<file path="config.mk">
export PLATFORM = sky130hd
export DESIGN_NAME = frog_game_ctrl_flat
export DESIGN_NICKNAME = d
export VERILOG_FILES = /design/src/rtl/frog_game_pkg.sv /design/src/rtl/frog_game_if.sv /design/src/rtl/frog_game_sync_edge.sv /design/src/rtl/frog_game_ctrl.sv /design/src/flat_wrapper.sv
export SDC_FILE = /design/constraint.sdc
export NUM_CORES = 1
export LEC_CHECK = 0
export CAP_MARGIN = 5
export CORE_MARGIN = 4
export CORE_UTILIZATION = 50
export CTS_CLUSTER_DIAMETER = 80
export DETAILED_ROUTE_END_ITERATION = 8
export DONT_BUFFER_PORTS = 1
export PLACE_DENSITY = 0.74
export SKIP_CTS_REPAIR_TIMING = 1
export SKIP_LAST_GASP = 1
export SYNTH_ARGS = -nofsm -noshare
export SYNTH_HDL_FRONTEND = slang
export SYNTH_SLANG_ARGS = --single-unit
</file>
<file path="constraint.sdc">
create_clock -name board_clk -period 6.4 [get_ports board_clk]
set_input_delay 1.28 -clock board_clk [delete_from_list [all_inputs] [get_ports board_clk]]
set_output_delay 1.28 -clock board_clk [all_outputs]
set_load 0.02 [all_outputs]
</file>
<file path="src/rtl/frog_game_pkg.sv">
// Shared types and constants for the frog-crossing game-flow controller.
package frog_game_pkg;

    typedef enum logic [1:0] {
        QI      = 2'b00,
        QGAME_1 = 2'b01,
        QGAME_2 = 2'b10,
        QDONE   = 2'b11
    } game_state_e;

    localparam int ROW_W         = 15;
    localparam int ROW_START     = 14;
    localparam int ROW_GOAL      = 0;
    localparam int WIN_SCORE_DEF = 10;

    function automatic game_state_e other_player(input game_state_e s);
        return (s == QGAME_1) ? QGAME_2 : QGAME_1;
    endfunction

endpackage

</file>
<file path="src/rtl/frog_game_if.sv">
// Bundle between the player/obstacle stages and the game-flow controller.
interface frog_game_if
    import frog_game_pkg::*;
#(
    parameter int TIMER_W = 8
);
    logic               tick;
    logic               start;
    logic               collision;
    logic [ROW_W-1:0]   player_y;
    logic [1:0]         state;
    logic [3:0]         p1_score;
    logic [3:0]         p2_score;
    logic               respawn;
    logic               winner;
    logic [TIMER_W-1:0] time_left;

    modport master (
        output tick, start, collision, player_y,
        input  state, p1_score, p2_score, respawn, winner, time_left
    );

    modport slave (
        input  tick, start, collision, player_y,
        output state, p1_score, p2_score, respawn, winner, time_left
    );
endinterface

</file>
<file path="src/rtl/frog_game_sync_edge.sv">
// Two-flop synchronizer with a registered rising-edge pulse.
module sync_edge (
    input  logic board_clk,
    input  logic reset,
    input  logic din,
    output logic sync,
    output logic rise
);
    logic meta_q, meta_d;
    logic sync_q, sync_d;
    logic prev_q, prev_d;
    logic rise_q, rise_d;

    always_comb begin
        meta_d = din;
        sync_d = meta_q;
        prev_d = sync_q;
        rise_d = sync_q & ~prev_q;
    end

    always_ff @(posedge board_clk or posedge reset) begin
        if (reset) begin
            meta_q <= 1'b0;
            sync_q <= 1'b0;
            prev_q <= 1'b0;
            rise_q <= 1'b0;
        end else begin
            meta_q <= meta_d;
            sync_q <= sync_d;
            prev_q <= prev_d;
            rise_q <= rise_d;
        end
    end

    assign sync = sync_q;
    assign rise = rise_q;
endmodule

</file>
<file path="src/rtl/frog_game_ctrl.sv">
// Game-flow controller: game FSM, scores, turn handover and respawn requests.
// Optional turn timer enabled by defining GAME_TIMER_EN.
//
// state   | meaning
// QI      | idle, waiting for a start switch rise
// QGAME_1 | player 1 turn
// QGAME_2 | player 2 turn
// QDONE   | a player reached WIN_SCORE, scores frozen
module frog_game_ctrl
    import frog_game_pkg::*;
#(
    parameter int WIN_SCORE  = WIN_SCORE_DEF,
    parameter int TURN_TICKS = 240,
    parameter int TIMER_W    = 8
) (
    input  logic       board_clk,
    input  logic       reset,
    frog_game_if.slave bus
);
    localparam logic [3:0] WIN_4 = 4'(WIN_SCORE);

    game_state_e state_q, state_d;
    logic [3:0]  p1_q, p1_d;
    logic [3:0]  p2_q, p2_d;
    logic        respawn_q, respawn_d;
    logic        winner_q, winner_d;
    logic        armed_q, armed_d;

    logic        start_sync, start_rise;
    logic        in_game, goal_evt, coll_evt, timeout, swap;
    logic [3:0]  score_inc;
    logic        unused_in;

    sync_edge u_start_sync (
        .board_clk (board_clk),
        .reset     (reset),
        .din       (bus.start),
        .sync      (start_sync),
        .rise      (start_rise)
    );

    assign in_game   = (state_q == QGAME_1) || (state_q == QGAME_2);
    assign goal_evt  = in_game & armed_q & bus.player_y[ROW_GOAL];
    assign coll_evt  = in_game & armed_q & bus.collision & ~bus.player_y[ROW_GOAL];
    // Goal has priority over both a collision and a timeout in the same cycle.
    assign swap      = ~goal_evt & (coll_evt | timeout);
    assign score_inc = ((state_q == QGAME_2) ? p2_q : p1_q) + 4'd1;

    always_comb begin
        state_d   = state_q;
        p1_d      = p1_q;
        p2_d      = p2_q;
        respawn_d = 1'b0;
        winner_d  = winner_q;
        armed_d   = armed_q;

        if (bus.player_y[ROW_START] && !bus.collision) armed_d = 1'b1;

        unique case (state_q)
            QI: begin
                if (start_rise) begin
                    state_d   = QGAME_1;
                    p1_d      = 4'd0;
                    p2_d      = 4'd0;
                    winner_d  = 1'b0;
                    respawn_d = 1'b1;
                end
            end
            QGAME_1, QGAME_2: begin
                if (goal_evt) begin
                    respawn_d = 1'b1;
                    if (state_q == QGAME_1) p1_d = score_inc;
                    else                    p2_d = score_inc;
                    if (score_inc == WIN_4) begin
                        state_d  = QDONE;
                        winner_d = (state_q == QGAME_2);
                    end
                end else if (swap) begin
                    respawn_d = 1'b1;
                    state_d   = other_player(state_q);
                end else if (!start_sync) begin
                    state_d = QI;
                end
            end
            QDONE: begin
                if (start_rise) state_d = QI;
            end
            default: state_d = QI;
        endcase

        // Every respawn puts the frog back on the start row; re-arm from there.
        if (respawn_d) armed_d = 1'b0;
    end

    always_ff @(posedge board_clk or posedge reset) begin
        if (reset) begin
            state_q   <= QI;
            p1_q      <= 4'd0;
            p2_q      <= 4'd0;
            respawn_q <= 1'b0;
            winner_q  <= 1'b0;
            armed_q   <= 1'b0;
        end else begin
            state_q   <= state_d;
            p1_q      <= p1_d;
            p2_q      <= p2_d;
            respawn_q <= respawn_d;
            winner_q  <= winner_d;
            armed_q   <= armed_d;
        end
    end

`ifdef GAME_TIMER_EN
    localparam logic [TIMER_W-1:0] TURN_LOAD = TIMER_W'(TURN_TICKS);

    logic [TIMER_W-1:0] time_left_q, time_left_d;

    assign timeout = in_game & bus.tick & (time_left_q == TIMER_W'(1));

    always_comb begin
        time_left_d = time_left_q;
        if (respawn_d)
            time_left_d = TURN_LOAD;
        else if (in_game && bus.tick && (time_left_q != '0))
            time_left_d = time_left_q - TIMER_W'(1);
    end

    always_ff @(posedge board_clk or posedge reset) begin
        if (reset) time_left_q <= '0;
        else       time_left_q <= time_left_d;
    end

    assign bus.time_left = time_left_q;
    assign unused_in     = ^bus.player_y[ROW_START-1:ROW_GOAL+1];
`else
    assign timeout       = 1'b0;
    assign bus.time_left = '0;
    assign unused_in     = ^{bus.player_y[ROW_START-1:ROW_GOAL+1], bus.tick,
                             TIMER_W'(TURN_TICKS)};
`endif

    assign bus.state    = state_q;
    assign bus.p1_score = p1_q;
    assign bus.p2_score = p2_q;
    assign bus.respawn  = respawn_q;
    assign bus.winner   = winner_q;
endmodule
</file>
<file path="src/flat_wrapper.sv">
// flat-port wrapper written by rule: the top's interface ports become plain ports
module frog_game_ctrl_flat import frog_game_pkg::*;
#(
    parameter int WIN_SCORE  = WIN_SCORE_DEF,
    parameter int TURN_TICKS = 240,
    parameter int TIMER_W    = 8
)
  (board_clk, reset, bus_tick, bus_start, bus_collision, bus_player_y, bus_state, bus_p1_score, bus_p2_score, bus_respawn, bus_winner, bus_time_left);
  frog_game_if #(.TIMER_W(TIMER_W)) bus_i ();
  input  logic board_clk;
  input  logic reset;
  input wire logic [$bits(bus_i.tick)-1:0] bus_tick;
  input wire logic [$bits(bus_i.start)-1:0] bus_start;
  input wire logic [$bits(bus_i.collision)-1:0] bus_collision;
  input wire logic [$bits(bus_i.player_y)-1:0] bus_player_y;
  output wire logic [$bits(bus_i.state)-1:0] bus_state;
  output wire logic [$bits(bus_i.p1_score)-1:0] bus_p1_score;
  output wire logic [$bits(bus_i.p2_score)-1:0] bus_p2_score;
  output wire logic [$bits(bus_i.respawn)-1:0] bus_respawn;
  output wire logic [$bits(bus_i.winner)-1:0] bus_winner;
  output wire logic [$bits(bus_i.time_left)-1:0] bus_time_left;
  assign bus_i.tick = bus_tick;
  assign bus_i.start = bus_start;
  assign bus_i.collision = bus_collision;
  assign bus_i.player_y = bus_player_y;
  assign bus_state = bus_i.state;
  assign bus_p1_score = bus_i.p1_score;
  assign bus_p2_score = bus_i.p2_score;
  assign bus_respawn = bus_i.respawn;
  assign bus_winner = bus_i.winner;
  assign bus_time_left = bus_i.time_left;
  frog_game_ctrl #(.WIN_SCORE(WIN_SCORE), .TURN_TICKS(TURN_TICKS), .TIMER_W(TIMER_W)) u_core (.board_clk(board_clk), .reset(reset), .bus(bus_i));
endmodule
</file>
==> results.tsv, run 1 <==
stage	metric	value	unit
global_routing	grt_start_max_net_pins	18	
status	status	finished, final reports clean	
placed_design	port_buffers	0	
drt	antenna_left	0	
setup_path	cp-start-kind	register	
power	clkPwrFrac	0.104	
setup_path	crit_path_cell_trace	inv_1, ha_1, mux2_2, ha_1, nand2b_1, mux2i_1, nor2_1, or4_1	
yosys	synth.most_common_cell	dfrtp_1	
finish	areaGrowthSynthToFinish	1.07	%
power	switching_share	0.485	
drt	vias	860	
die	die_w	56.4	um
clock_network	cts_sinks	17	
setup_path	endpoint_kind	register	
yosys	async_reset_ff_frac	1.00	
clock_network	cts_htree_levels	1	
power	total_power	0.574	mW
clock_network	cts_buffer_depth	2	
sta	fin_crit_sh	0.488	
setup_path	crit_top_cell	ha_1	
drt	drt-wirelength-per-cell	14.8	um
sta	slew_headroom	0.494	
finish	nets	148	
die	dieArea	3180	um^2
yosys	synth_warnings	0	
yosys	synthTopCellsByArea	dfrtp_1, ha_1, buf_4, mux2_2, a21oi_1	
setup_path	worstSetupPathType	reg2reg	
global_routing	grt_pass1_wl	3.49	mm
sta	rsz0062_at_grt	no	
global_routing	first_global_vias	812	
power	p_sw	0.279	mW
global_routing	grt_usage	0.138	
hold_path	hp-class	reg2reg	
die	core-area	2210	um^2
setup_path	slowest_stage	dfrtp_1	
yosys	synth_largest_area_cell	dfrtp_1	
drt	totalWireLength	2.18	mm
clock_network	cts_root_buffer	clkbuf_4	
yosys	synthFlopType	dfrtp_1	
die	dieHeight	56.4	um
finish	antenna_cells	0	
setup_path	arrival	3300	ps
global_routing	gr-total-overflow	0	
run	cap_viol_max_count	0	
clock_network	numCtsBuffers	3	
yosys	syn_inst	118	
sta	drv_slew	0	
placed_design	hpwl	1.64	mm
sta	worstMarginPinSlew	753	ps
sta	skew	3.47	ps
setup_path	cp.required	6580	ps
drt	vias_per_cell	5.85	
global_routing	antenna_found_initial	0	
power	p_leak	0.534	nW
die	initial_core_util	0.529	
yosys	syn_avg_cell_area	9.92	um^2
yosys	synth.cells.most_frequent	dfrtp_1, inv_1, a21oi_1, buf_4, ha_1	
power	peakVddDrop	0.000258	V
sta	max_freq	0.320	GHz
drt	drt_iter0_markers	16	
die	io_pins	40	
clock_network	clk_latency	300	ps
yosys	synth_top_area_share	0.363	
power	power_density	485	nW/um^2
power	sequentialPowerShare	0.396	
finish	drive_above_1_share	0.134	
yosys	synth_edf_count	0	
placed_design	place.gp.congestion	0.824	
setup_path	cp_max_fo	15	
setup_path	cpPeakStageDelay	530	ps
power	intPower	0.296	mW
drt	dr.pass1.iters	4	
yosys	ys_seq_area_frac	0.363	
clock_network	cts_tree	yes	
yosys	synth-seq-cells	17	
drt	drc	0	
sta	fin_tns_setup	0	ps
clock_network	cts.reportedPaths.clkPinSlew	100	ps
sta	hold_slack	364	ps
yosys	syn-cell-area	1170	um^2
die	rows	17	
sta	hold_viol	0	
sta	setup_viol	0	
sta	min_period	3120	ps
yosys	ys_types	40	
power	p_comb_frac	0.500	
-- metrics by stage --
stage / setup slack [ps] / util / instances / cell area (um^2)
6_report: 3280 / 0.535 / 147 / 1180
5_1_grt: 3140 / 0.535 / 147 / 1180
4_1_cts: 3310 / 0.535 / 147 / 1180
3_5_place_dp: 3320 / 0.523 / 143 / 1160
3_3_place_gp: 3450 / 0.523 / 143 / 1160
2_1_floorplan: 3570 / - / 125 / 1200
-- final timing paths --
path | to | depth (start not counted) | startpoint | slack, ps
worst max-delay path | u_core.bus.winner$_DFFE_PP0P_ | 8 | u_core.bus.state[0]$_DFFE_PP0P_ | 3280
min in group asynchronous | u_core.bus.p2_score[3]$_DFFE_PP0P_ | 1 | reset | 930
worst min register to register | u_core.u_start_sync.sync$_DFF_PP0_ | 0 | u_core.u_start_sync.meta_q$_DFF_PP0_ | 360
worst max register to register | u_core.bus.winner$_DFFE_PP0P_ | 8 | u_core.bus.state[0]$_DFFE_PP0P_ | 3280
worst min-delay path | u_core.u_start_sync.sync$_DFF_PP0_ | 0 | u_core.u_start_sync.meta_q$_DFF_PP0_ | 360
max in group asynchronous | u_core.bus.p2_score[2]$_DFFE_PP0P_ | 1 | reset | 5070
-- power by group through the flow --
stage / Clock [mW] / Sequential, mW / Combinational [mW]
detailed placement: 0 / 0.230 / 0.284
floorplan: 0 / 0.217 / 0.245
global route: 0.0644 / 0.233 / 0.318
CTS: 0.0607 / 0.228 / 0.286
global placement: 0 / 0.228 / 0.273
finish: 0.0598 / 0.227 / 0.287
-- logic make-up after synthesis --
| logic type | Yosys count | synth area share |
|---|---|---|
| compound gates | 26 | 0.161 |
| mux | 12 | 0.114 |
| buf+inv | 20 | 0.0972 |
| xor+xnor | 1 | 0.00748 |
| simple gates | 33 | 0.168 |
| other cells | 1 | 0.00320 |
| fa+ha+maj | 8 | 0.0855 |
| flops | 17 | 0.363 |
-- layer usage --
metal,GRT usage,up-vias,share of wire
li1,-,410,-
met1,0.170,404,0.42
met2,0.224,39,0.49
met3,0.0322,7,0.071
met4,0.0712,0,0.024
met5,0,-,0
-- layout make-up --
cell class | instances | area [um^2]
sequential | 17 | 425
clock buffer | 3 | 22.5
inverter | 10 | 37.5
multi-input combinational | 88 | 658
clock inverter | 1 | 5.00
tap | 28 | 35.0
fill | 197 | 1030
-- state kept, by name, indices dropped and copies added (netlist names) --
name,flops
u_core.bus.p1_score,4
u_core.bus.p2_score,4
u_core.bus.state,2
u_core.armed_q,1
u_core.bus.respawn,1
u_core.bus.winner,1
u_core.u_start_sync.meta_q,1
u_core.u_start_sync.prev_q,1
u_core.u_start_sync.rise,1
u_core.u_start_sync.sync,1
-- critical path, delay by kind of cell, from the launching register on --
kind                     cells  cell delay [ps]
adder cells (fa/ha/maj)      2              800
multiplexers                 2              770
AND/OR/NAND/NOR              3              730
flip-flops                   1              530
buffers and inverters        1              160
-- cell usage in the layout, fill, tap and decap left out, types with 4 or more instances in the layout --
cell type,instances
dfrtp_1,17
inv_1,10
a21oi_1,9
ha_1,8
conb_1,8
nand2_1,6
mux2_2,5
nor3_1,5
nand4_1,4
mux2i_1,4
nor2b_1,4
No activity file was read; power rests on OpenSTA's default activity.
==> inputs of run 2 (changes only) <==
Settings changed: PLACE_DENSITY 0.74 to 0.77.
Clock period 6.4 ns to 2.7 ns, I/O delays scaled along.
==> run 2 against run 1 <==
Effect of this change: sequential power increased by 130%; wire length increased by 3.0%; non-clock buffer count increased by 5; worst hold slack got worse by 160 ps; flip-flop and latch count unchanged; cell count increased by 3.4%; power increased by 150%; global-route usage increased by 1.4 points; sequential share of layout area decreased by 1.3 points; register-to-register slack got worse by 3000 ps; combinational power increased to 2.7 times the previous value; largest cell class unchanged; largest power group unchanged.
==> results.tsv, run 2 (synthesis results as in run 1) <==
stage	metric	value	unit
die	rows	17	
finish	final_cell_mix	dfrtp_1, inv_1, a21oi_1	
setup_path	cp-start-kind	register	
placed_design	place_area	1200	um^2
setup_path	cp-startpoint	u_core.bus.state[0]$_DFFE_PP0P_	
die	io_pins	40	
clock_network	numCtsBuffers	3	
global_routing	grt_usage	0.152	
sta	fin_tns_setup	0	ps
drt	dr_wl_met2	1.14	mm
sta	hold_viol	0	
setup_path	crit_buf_inv	1	
clock_network	cts_buffer_depth	2	
setup_path	crit_top_cell	ha_2	
sta	max_freq	0.412	GHz
power	p_leak	0.550	nW
setup_path	cp_max_fo	7	
setup_path	r2r_start	u_core.bus.state[0]$_DFFE_PP0P_	
placed_design	hpwl	1.77	mm
sta	setup_viol	0	
clock_network	cts.reportedPaths.clkPinSlew	100	ps
drt	drt_iter0_markers	20	
finish	drive_above_1_share	0.194	
drt	met1_length	931	um
clock_network	cts_htree_levels	1	
global_routing	grt_start_max_net_pins	18	
sta	rsz0062_at_grt	no	
die	initial_core_util	0.529	
placed_design	port_buffers	0	
sta	drv_slew	0	
sta	hold_slack	207	ps
die	dieArea	3180	um^2
finish	multiInputGateArea	667	um^2
drt	totalWireLength	2.24	mm
power	power_density	1150	nW/um^2
global_routing	antenna_found_initial	0	
finish	nets	153	
finish	fill_cells	201	
drt	drt-wirelength-per-cell	14.8	um
finish	seq_area	427	um^2
run	cap_viol_max_count	0	
status	status	finished, final reports clean	
sta	min_period	2430	ps
placed_design	place.gp.congestion	0.845	
clock_network	cts_tree	yes	
sta	skew	1.46	ps
clock_network	cts_sinks	17	
global_routing	grt_pass1_wl	3.87	mm
setup_path	worstSetupPathType	reg2reg	
finish	final_common_cell	dfrtp_1	
drt	dr.pass1.iters	4	
sta	fin_crit_sh	0.898	
finish	areaGrowthSynthToFinish	5.02	%
finish	final_cell_area	1230	um^2
setup_path	arrival	2600	ps
drt	antenna_left	0	
global_routing	first_global_vias	858	
die	die_w	56.4	um
setup_path	cpPeakStageDelay	470	ps
setup_path	crit_path_cell_trace	inv_1, ha_2, mux2_2, ha_2, nand2b_1, mux2i_2, nor2_1, or4_1	
drt	drc	0	
hold_path	hp-class	in2async	
finish	antenna_cells	0	
drt	top_layer	met4	
die	dieHeight	56.4	um
sta	slew_headroom	0.580	
finish	final_cells	152	
placed_design	place_inst	148	
power	total_power	1.42	mW
power	peakVddDrop	0.000619	V
setup_path	cp.required	2870	ps
global_routing	gr-total-overflow	0	
placed_design	pre_cts_ws	281	ps
clock_network	cts_root_buffer	clkbuf_4	
setup_path	cp_top_family	simple AND/OR/NAND/NOR gates	
die	core-area	2210	um^2
finish	post-route-util	0.556	
sta	worstMarginPinSlew	630	ps
setup_path	endpoint_kind	register	
drt	wl_met3	126	um
clock_network	clk_latency	290	ps
drt	vias_per_cell	5.73	
drt	vias	871	
setup_path	slowest_stage	or4_1	
sta	setup_ws	275	ps
run 2: worst reg2reg max path: stages, from the launching register on:
cell and delay [ps]:
dfrtp_2 410, inv_1 100, ha_2 250, mux2_2 390, ha_2 220, nand2b_1 160
mux2i_2 220, nor2_1 80, or4_1 470
run 2: where the power goes:
group,internal [mW],switching (mW)
Combinational,0.350,0.412
Clock,0.0575,0.0790
Sequential,0.343,0.176
Total,0.750,0.668
run 2: layer usage:
layer	global-route usage	vias to the layer above
li1	-	418
met1	0.185	419
met2	0.260	29
met3	0.0276	5
met4	0.0644	0
met5	0	-
run 2: area by class of cell:
class | count | area share
tap | 28 | 0.0285
inverter | 10 | 0.0305
timing repair buffer | 5 | 0.0305
multi-input combinational | 88 | 0.542
clock buffer | 4 | 0.0214
sequential | 17 | 0.347
run 2: worst paths after layout:
path                                                   endpoint  slack (ps)  depth (start not counted)
setup / recovery                  u_core.bus.winner$_DFFE_PP0P_         270                          8
hold / removal               u_core.bus.p1_score[3]$_DFFE_PP0P_         210                          1
setup reg to reg                  u_core.bus.winner$_DFFE_PP0P_         270                          8
hold reg to reg              u_core.u_start_sync.sync$_DFF_PP0_         360                          0
max in group asynchronous       u_core.bus.state[0]$_DFFE_PP0P_        2050                          1
min in group board_clk     u_core.u_start_sync.meta_q$_DFF_PP0_         270                          0
